## config.mk

```make
export PLATFORM = sky130hd
export DESIGN_NAME = dac_sample_scheduler_flat
export DESIGN_NICKNAME = d
export VERILOG_FILES = /design/src/rtl/dac_sample_scheduler_pkg.sv /design/src/rtl/dac_sample_scheduler_if.sv /design/src/rtl/dac_sample_scheduler_tick_divider.sv /design/src/rtl/dac_sample_scheduler.sv /design/src/flat_wrapper.sv
export SDC_FILE = /design/constraint.sdc
export NUM_CORES = 1
export LEC_CHECK = 0
export CAP_MARGIN = 20
export CORE_ASPECT_RATIO = 0.8
export CORE_UTILIZATION = 30
export CTS_CLUSTER_DIAMETER = 40
export CTS_CLUSTER_SIZE = 16
export DETAILED_ROUTE_END_ITERATION = 10
export SYNTH_ARGS = -nofsm -noshare
export SYNTH_HDL_FRONTEND = slang
export SYNTH_HIERARCHICAL = 1
export SYNTH_SLANG_ARGS = --single-unit
export TNS_END_PERCENT = 100
```

## constraint.sdc

```tcl
create_clock -name clk -period 3.3 [get_ports clk]
set_input_delay 0.66 -clock clk [delete_from_list [all_inputs] [get_ports clk]]
set_output_delay 0.66 -clock clk [all_outputs]
set_load 0.05 [all_outputs]
```

## src/rtl/dac_sample_scheduler_pkg.sv

```systemverilog
// Shared types and constants for the DAC sample scheduler.
package dac_sched_pkg;
    localparam int DAC_W = 12;
    localparam logic [DAC_W-1:0] RESET_SAMPLE = 12'd0;
    localparam logic MODE_PRIO = 1'b0;
    localparam logic MODE_RR   = 1'b1;

    typedef enum logic [1:0] {S_IDLE, S_LOAD, S_START, S_XFER} sched_state_t;

    typedef struct packed {
        logic             src;
        logic [DAC_W-1:0] data;
    } sample_t;
endpackage

```

## src/rtl/dac_sample_scheduler_if.sv

```systemverilog
// Source handshakes and DAC driver link; master is the scheduler side.
interface dac_sched_if;
    import dac_sched_pkg::*;
    logic             a_valid, b_valid;
    logic [DAC_W-1:0] a_data, b_data;
    logic             a_ready, b_ready;
    logic [DAC_W-1:0] dac_data;
    logic             dac_start;
    logic             dac_busy;

    modport master (input a_valid, b_valid, a_data, b_data, dac_busy,
                    output a_ready, b_ready, dac_data, dac_start);
    modport slave  (output a_valid, b_valid, a_data, b_data, dac_busy,
                    input a_ready, b_ready, dac_data, dac_start);
endinterface

```

## src/rtl/dac_sample_scheduler_tick_divider.sv

```systemverilog
// Sample-rate tick: one-cycle pulse every DIV cycles while enabled.
module tick_divider #(
    parameter int DIV = 10
) (
    input  logic clk,
    input  logic rst_n,
    input  logic enable,
    output logic tick
);
    localparam int CW = $clog2(DIV);
    localparam logic [CW-1:0] LAST = CW'(DIV - 1);

    logic [CW-1:0] cnt;

    always_ff @(posedge clk or negedge rst_n) begin
        if (!rst_n)
            cnt <= '0;
        else if (!enable || cnt == LAST)
            cnt <= '0;
        else
            cnt <= cnt + CW'(1);
    end

    assign tick = enable && (cnt == LAST);
endmodule

```

## src/rtl/dac_sample_scheduler.sv

```systemverilog
// Arbitrates two sample sources onto the MCP4725 driver at a fixed rate,
// tracking busy and flagging underrun, overrun and driver hangs.
module dac_sample_scheduler
    import dac_sched_pkg::*;
#(
    parameter int CLK_HZ       = 50_000_000,
    parameter int SAMPLE_HZ    = 500,
    parameter int BUSY_TIMEOUT = 100_000
) (
    input  logic       clk,
    input  logic       rst_n,
    input  logic       enable,
    input  logic       mode,
    input  logic       clr,
    dac_sched_if.master bus,
    output logic       grant,
    output logic [7:0] underrun_cnt,
    output logic       overrun,
    output logic       timeout
);
    localparam int DIV = CLK_HZ / SAMPLE_HZ;
    localparam int TW  = $clog2(BUSY_TIMEOUT + 1);
    localparam logic [TW-1:0] T_LAST = TW'(BUSY_TIMEOUT - 1);

    sched_state_t  state;
    logic [TW-1:0] tcnt;
    logic          tick;
    logic          sel_a, sel_b;
    sample_t       pick;

    tick_divider #(.DIV(DIV)) u_div (
        .clk    (clk),
        .rst_n  (rst_n),
        .enable (enable),
        .tick   (tick)
    );

    // Round-robin hands a tie to whichever source did not win last time.
    always_comb begin
        sel_a     = bus.a_valid && (mode == MODE_PRIO || !bus.b_valid || grant);
        sel_b     = bus.b_valid && !sel_a;
        pick.src  = sel_b;
        pick.data = sel_b ? bus.b_data : bus.a_data;
    end

    // Arbitration is registered on the tick edge so ready/data appear during LOAD.
    always_ff @(posedge clk or negedge rst_n) begin
        if (!rst_n) begin
            state         <= S_IDLE;
            tcnt          <= '0;
            bus.dac_data  <= RESET_SAMPLE;
            bus.dac_start <= 1'b0;
            bus.a_ready   <= 1'b0;
            bus.b_ready   <= 1'b0;
            grant         <= 1'b0;
            underrun_cnt  <= '0;
            overrun       <= 1'b0;
            timeout       <= 1'b0;
        end else begin
            bus.a_ready <= 1'b0;
            bus.b_ready <= 1'b0;
            if (clr) begin
                underrun_cnt <= '0;
                overrun      <= 1'b0;
                timeout      <= 1'b0;
            end
            if (tick && state != S_IDLE)
                overrun <= 1'b1;
            case (state)
                S_IDLE: if (tick) begin
                    state <= S_LOAD;
                    if (sel_a || sel_b) begin
                        bus.a_ready  <= sel_a;
                        bus.b_ready  <= sel_b;
                        bus.dac_data <= pick.data;
                        grant        <= pick.src;
                    end else begin
                        underrun_cnt <= (underrun_cnt == 8'hFF) ? underrun_cnt
                                                                : underrun_cnt + 8'd1;
                    end
                end
                S_LOAD: begin
                    state         <= S_START;
                    bus.dac_start <= 1'b1;
                    tcnt          <= '0;
                end
                S_START, S_XFER: begin
                    if (tcnt == T_LAST) begin
                        timeout       <= 1'b1;
                        bus.dac_start <= 1'b0;
                        state         <= S_IDLE;
                    end else begin
                        tcnt <= tcnt + TW'(1);
                        if (state == S_START && bus.dac_busy) begin
                            state         <= S_XFER;
                            bus.dac_start <= 1'b0;
                        end else if (state == S_XFER && !bus.dac_busy) begin
                            state <= S_IDLE;
                        end
                    end
                end
                default: state <= S_IDLE;
            endcase
        end
    end
endmodule

```

## src/flat_wrapper.sv

```systemverilog
// flat-port wrapper written by rule: the top's interface ports become plain ports
module dac_sample_scheduler_flat import dac_sched_pkg::*;
#(
    parameter int CLK_HZ       = 50_000_000,
    parameter int SAMPLE_HZ    = 500,
    parameter int BUSY_TIMEOUT = 100_000
)
  (clk, rst_n, enable, mode, clr, grant, underrun_cnt, overrun, timeout, bus_a_valid, bus_b_valid, bus_a_data, bus_b_data, bus_dac_busy, bus_a_ready, bus_b_ready, bus_dac_data, bus_dac_start);
  dac_sched_if bus_i ();
  input  logic clk;
  input  logic rst_n;
  input  logic enable;
  input  logic mode;
  input  logic clr;
  output logic grant;
  output logic [7:0] underrun_cnt;
  output logic overrun;
  output logic timeout;
  input wire logic [$bits(bus_i.a_valid)-1:0] bus_a_valid;
  input wire logic [$bits(bus_i.b_valid)-1:0] bus_b_valid;
  input wire logic [$bits(bus_i.a_data)-1:0] bus_a_data;
  input wire logic [$bits(bus_i.b_data)-1:0] bus_b_data;
  input wire logic [$bits(bus_i.dac_busy)-1:0] bus_dac_busy;
  output wire logic [$bits(bus_i.a_ready)-1:0] bus_a_ready;
  output wire logic [$bits(bus_i.b_ready)-1:0] bus_b_ready;
  output wire logic [$bits(bus_i.dac_data)-1:0] bus_dac_data;
  output wire logic [$bits(bus_i.dac_start)-1:0] bus_dac_start;
  assign bus_i.a_valid = bus_a_valid;
  assign bus_i.b_valid = bus_b_valid;
  assign bus_i.a_data = bus_a_data;
  assign bus_i.b_data = bus_b_data;
  assign bus_i.dac_busy = bus_dac_busy;
  assign bus_a_ready = bus_i.a_ready;
  assign bus_b_ready = bus_i.b_ready;
  assign bus_dac_data = bus_i.dac_data;
  assign bus_dac_start = bus_i.dac_start;
  dac_sample_scheduler #(.CLK_HZ(CLK_HZ), .SAMPLE_HZ(SAMPLE_HZ), .BUSY_TIMEOUT(BUSY_TIMEOUT)) u_core (.clk(clk), .rst_n(rst_n), .enable(enable), .mode(mode), .clr(clr), .bus(bus_i), .grant(grant), .underrun_cnt(underrun_cnt), .overrun(overrun), .timeout(timeout));
endmodule
```

# After elaboration in Yosys (flattened, before gate mapping)
# Cells that the tools add are included.
[totals]
reg_bits = 62
ramBits = 0
latchBits = 0
word_cells = 77
mem_bits_ro = 0
input_bits = 32
mem_count = 0
[classes]
add_sub_neg = 3
multipliers = 0
n_reduce_logical = 23
div_mod_pow = 0
shift = 0
n_eq_ne = 11
muxes = 28
bitwise_logic = 1
order_cmp = 0
[ops]
columns = ["op", "count"]
rows = [
  ["$mux 8", 5],
  ["$add 17x1->17 const B", 2],
  ["$eq 17x17->1 const B", 2],
  ["$mux 17", 2],
  ["$pmux 17 s2", 1],
  ["$mux 1", 13],
  ["$mux 12", 1],
  ["$add 8x1->8 const B", 1],
  ["$eq 8x8->1 const B", 1],
  ["$mux 2", 4],
  ["$logic_and 1x1->1", 6],
  ["$pmux 2 s3", 1],
  ["$reduce_and 2->1", 3],
  ["$reduce_bool 2->1", 3],
  ["$eq 2x2->1 const B", 2],
  ["$logic_not 1->1", 4],
  ["$logic_or 1x1->1", 4],
  ["$ne 4x1->1 const B", 1],
  ["$ne 4x4->1 const B", 1],
  ["$ne 3x1->1 const B", 1],
  ["$reduce_and 3->1", 1],
  ["$eq 2x1->1 const B", 1],
  ["$logic_not 2->1", 1],
  ["$ne 2x1->1 const B", 1],
  ["4 further kinds", 4],
]

# Depth between registers and ports, before layout
# Gate-level depths: netlist of run 1.
[logic_depth]
depth_word = 10
mapped_depth = 9
depth_no_buf = 8

# Hierarchy
# Netlist of run 1, hierarchy kept.
[modules_own_cells]
columns = ["mod", "cells_each", "instances", "area_each_um2"]
rows = [
  ["dac_sample_scheduler", 246, 1, 2334.7],
  ["tick_divider", 86, 1, 863.3],
]

# Worst setup path before layout of run 1
# OpenSTA, ideal clock, no wires.
[synth_timing]
path_kind = "flip-flop to flip-flop"
startpoint = "register u_core.u_div.cnt[12]"
endpoint = "register u_core.underrun_cnt[2]"
stages_incl_launch_ff = 7
arrival_ps = 2422
required_time_ps = 3218
slack_ps = 796
synth_period_minus_slack_ps = 2504
path_buffers = 0
cell_sequence = "dfrtp_1 > or4b_1 > or4_4 > nor2_1 > or3b_4 > or3_1 > a31oi_1"
[synth_via]
elab_chain_cells = 4
word_cells_on_any_way = 5
[synth_lines]
columns = ["element", "line", "source"]
rows = [
  ["start, declared", "dac_sample_scheduler_tick_divider.sv:13", "logic [CW-1:0] cnt;"],
  ["start signal, assigned", "dac_sample_scheduler_tick_divider.sv:21", "cnt <= cnt + CW'(1);"],
  ["$eq 17x17->1 *", "dac_sample_scheduler_tick_divider.sv:24", "assign tick = enable && (cnt == LAST);"],
  ["$logic_and 1x1->1 *", "dac_sample_scheduler_tick_divider.sv:24", ""],
  ["named net u_core.tick", "dac_sample_scheduler.sv:27", "logic tick;"],
  ["$mux 8", "dac_sample_scheduler.sv:70", "S_IDLE: if (tick) begin"],
  ["$mux 8", "dac_sample_scheduler.sv:69", "case (state)"],
  ["end signal, assigned", "dac_sample_scheduler.sv:78", "underrun_cnt <= (underrun_cnt == 8'hFF) ? underrun_cnt"],
  ["end, declared", "dac_sample_scheduler.sv:17", "output logic [7:0] underrun_cnt,"],
]
# Mark *: on every way through the listed nets, which the timed path passes. The rest lies on a longest branch.
# A chain may end at the register's enable or synchronous reset.

# Worst setup path in the final report of run 1
[layout_timing]
startpoint = "register u_core.u_div.cnt[0]"
endpoint = "register u_core.bus.dac_data[3]"
[layout_via]
elab_chain_cells = 3
[layout_lines]
columns = ["element", "line", "source"]
rows = [
  ["$eq 17x17->1", "dac_sample_scheduler_tick_divider.sv:24", ""],
  ["$logic_and 1x1->1", "dac_sample_scheduler_tick_divider.sv:24", ""],
  ["named net u_core.tick", "dac_sample_scheduler.sv:27", ""],
  ["$reduce_and 3->1 (no source line)", "n/a", ""],
  ["end signal, assigned", "dac_sample_scheduler.sv:75", "bus.dac_data <= pick.data;"],
  ["end, declared", "dac_sample_scheduler_if.sv:12", "output a_ready, b_ready, dac_data, dac_start);"],
]
# The timed path passes the listed nets, and every way through them passes these cells.

==> metrics.md, run 1 <==
| Metric | Value |
|---|---|
| Initial Util | 0.310 |
| Crit path DAT | slightly above 3 ns |
| Final ANT Viol Nets | 0 |
| Status | completed |
| Setup CP Type | reg2reg |
| CTS tree | yes |
| Count of hold-fix buffers inserted at cts | 0 |
| CP max-delay cell | or4_4 |
| Row count | 33 |
| Vias in the first global route | roughly 2,600 |
| Layout cells sized above 1 | 0.0777 |
| H-tree depth | 3 |
| Power Density | roughly 510 nW/um^2 |
| Final GP Congestion | 0.863 |
| M1 GR Usage | 0.191 |
| Worst r2r dst | u_core/bus.dac_data[3] |
| IO Port Bufs | 57 |
| F_max | ~0.36 GHz |
| Synth Register Bits | 62 |
| Non-filler cells, final | between 500 and 600 |
| Hold_ws | 0.299 ns |
| Worst-Skew Late Latency | 0.33 ns |
| Total CTS buffers | 9 |
| Clock transition at path regs | ~0.060 ns |
| Crit path from | u_core/u_div/cnt[0] |
| Layout Nets | between 400 and 500 |
| Via count | 2,654 |
| Critical Path Source Type | flop |
| Yosys warnings | 6 |
| Relative max-transition margin | 0.604 |
| GR met3 Demand/Resource | 0.0399 |
| Reg2reg start | u_core/u_div/cnt[0] |
| Post-synth EDFFs | 0 |
| Root buf cell | clkbuf_16 |
| Sequential area share after synthesis | 0.485 |
| Starting DRT DRC Count | between 200 and 250 |
| DP HPWL | between 5000 and 6000 um |
| Setup Fix Bufs, Post-CTS | 0 |
| Fin Setup TNS | 0 ns |
| Final WS setup | a little under 0.5 ns |
| Slew @ Worst Pin | between 0.5 and 0.6 ns |
| Crit path required time | 3.56 ns |
| Top_reg_cell synth | dfrtp_1 |
| Placed cells | roughly 520 |
| Post-Syn Area | 3200 um^2 |
| Register Area | about 1600 um^2 |
| Die W | ~120 um |
| Reg2Reg Depth | 8 |
| Clock buffer depth | 2 |
| Post-CTS resize count | 0 |
| CP dominant cell by count | nor2_1 |
| Synth Instances | 332 |
| Critical Path, Cell by Cell | ha_1 > nand4_1 > or4_4 > nor2_1 > or3b_4 > nor2_4 > nor2_1 > a21oi_1 |
| Met2 GRT Util | 0.230 |
| Final wirelength | approximately 7400 um |
| GR peak layer | met2 |
| Tcrit/Tclk final | 0.852 |
| Slowest stage delay, CP | approximately 0.61 ns |
| GRT Residual Overflow | 0 |
| RSZ-0062 raised after global routing | no |
| Asr flop ratio synth | 1.00 |
| Fillers | approximately 1,000 |
| DIE HEIGHT | roughly 94 um |
| CP Max Fanout | 24 |
| Worst IR Drop VDD | about 0.23 mV |
| LEAKAGE | between 1.5 and 2 nW |
| Antenna Cells | 0 |
| Place WS | between 0.4 and 0.5 ns |
| Via/cell ratio | just under 5 |
| Max Cap Viol | 0 |
| First drt pass iteration count | 4 |
| # setup viols final | 0 |
| Worst hold path type | in2async |
| CTS sink cnt | a little over 60 |
| Setup Skew | 0.00540 ns |
| First-pass GRT wire length | 12,800 um |
| Post-layout min period | 2.81 ns |
| Max Slew Vio Count | 0 |
| P&R area growth vs syn | 30.6% |
| Flop-to-flop setup slack | 0.49 ns |
| Distinct cell type count after synthesis | 56 |
| Syn Area/Cell | about 9.6 um^2 |
| DRC violations left | 0 |
| Initial antenna violation count | 0 |
| Pwr Total | around 2.1 mW |
| Mapped Nets | approximately 370 |
| Top Ports | 58 |
| Die area | approximately 11,000 um^2 |
| Fin. Hold Viols | 0 |
| Core area | 10,300 um^2 |
| Routed len/inst | 13.7 um |
| Worst setup EP type | flop |
| GRT Resource Usage Total | 0.145 |
| Largest net degree at the start of global routing | between 40 and 50 |
| Multi-input logic area | 1530 um^2 |
==> synth_stat cells, drive strengths merged (2+ instances only) <==
master | n | area share
or3 | 2 | 0.0039
a21o | 2 | 0.0047
nand2 | 32 | 0.040
a211o | 2 | 0.0055
and2 | 2 | 0.0039
a21oi | 22 | 0.036
nor2 | 48 | 0.059
o211a | 3 | 0.0094
mux2i | 13 | 0.041
inv | 13 | 0.015
a31oi | 3 | 0.0059
ha | 3 | 0.012
nand4 | 14 | 0.027
buf | 6 | 0.018
xor2 | 3 | 0.0082
dfrtp | 62 | 0.49
and3 | 3 | 0.0063
nand4bb | 2 | 0.0086
o21ai | 17 | 0.027
nor4 | 6 | 0.012
nand3 | 14 | 0.022
clkbuf | 3 | 0.0035
nor4bb | 2 | 0.0063
nor2b | 3 | 0.0059
xnor2 | 21 | 0.058
o211ai | 3 | 0.0070
nor3 | 9 | 0.016
==> routing by layer <==
metal / share of wire / routed length [um]
met5: 0 / 0
met3: 0.049 / 359
met2: 0.45 / 3350
met1: 0.49 / 3600
met4: 0.010 / 74
==> cells in the final DEF, fill, tap and decap left out, types with 6 or more instances in the layout <==
master	n
nor4_1	6
nor3_1	8
dfrtp_1	62
nand4_1	14
xnor2_1	21
clkdlybuf4s50_1	56
nand2_1	31
nand3_1	14
o21ai_0	15
a21oi_1	21
clkbuf_16	9
nor2_1	47
mux2i_1	13
inv_1	13
==> power by group <==
group | switching (mW) | internal (mW) | leakage [nW]
sequential | 0.0919 | 0.815 | 0.835
clock | 0.368 | 0.515 | 0.129
combinational | 0.212 | 0.143 | 0.721
total | 0.671 | 1.47 | 1.68
==> registers in the layout, indices dropped and copies added (netlist names) <==
name,cells
u_core/timeout,1
u_core/bus.b_ready,1
u_core/tcnt,17
u_core/state,2
u_core/bus.a_ready,1
u_core/u_div/cnt,17
u_core/underrun_cnt,8
u_core/grant,1
u_core/overrun,1
u_core/bus.dac_start,1
u_core/bus.dac_data,12
==> kinds of logic (layout without fill, tap and decap cells) <==
| group | Yosys count | count (layout) | synth area share |
|---|---|---|---|
| buffers and inverters | 22 | 89 | 0.0364 |
| multiplexers | 14 | 14 | 0.0442 |
| AND/OR/NAND/NOR | 147 | 147 | 0.241 |
| XOR/XNOR | 24 | 24 | 0.0657 |
| AO/OA/AOI/OAI | 60 | 60 | 0.116 |
| adder cells (fa/ha/maj) | 3 | 3 | 0.0117 |
| flip-flops | 62 | 62 | 0.485 |
==> per-stage QoR <==
| step | utilization | cell area [um^2] |
|---|---|---|
| floorplan | - | 3200 |
| global placement | 0.377 | 3890 |
| detailed placement | 0.377 | 3890 |
| CTS | 0.405 | 4180 |
| global route | 0.405 | 4180 |
| finish | 0.405 | 4180 |
==> final cells by class <==
class / count / area share
well taps: 140 / 0.0419
multi-input cells: 248 / 0.366
clock inverters: 7 / 0.0138
clock buffers: 9 / 0.0539
repair buffers: 60 / 0.141
inverters: 13 / 0.0117
flip-flops and latches: 62 / 0.371
==> critical path: cells and delay by family (launching register included) <==
kind / cells / cell delay, ns
AOI/OAI and AO/OA: 1 / 0.14
adders and majority gates: 1 / 0.21
DFF: 1 / 0.38
and+or+nand+nor: 6 / 1.98
==> how the worst max path moves through the flow <==
stage / cells past startpoint / slack (ns) / endpoint
floorplan: 6 / 0.80 / u_core/underrun_cnt[2]
global placement: 8 / 0.60 / u_core/bus.dac_data[7]
detailed placement: 8 / 0.47 / u_core/bus.dac_data[3]
CTS: 8 / 0.47 / u_core/bus.dac_data[3]
global route: 8 / 0.28 / u_core/bus.dac_data[7]
finish: 8 / 0.49 / u_core/bus.dac_data[3]
Power figures use the tool's default switching activity.
==> run 2, diff against run 1 <==
==> constraint.sdc (replaced) <==
create_clock -name clk -period 3.3 [get_ports clk]
set_input_delay 0.66 -clock clk [delete_from_list [all_inputs] [get_ports clk]]
set_output_delay 0.66 -clock clk [all_outputs]
set_load 0.02 [all_outputs]
==> results of run 2 <==
Same layout as run 1 (identical final DEF). Status: completed.
Among the figures that moved: total power 2.14 mW -> 2.11 mW
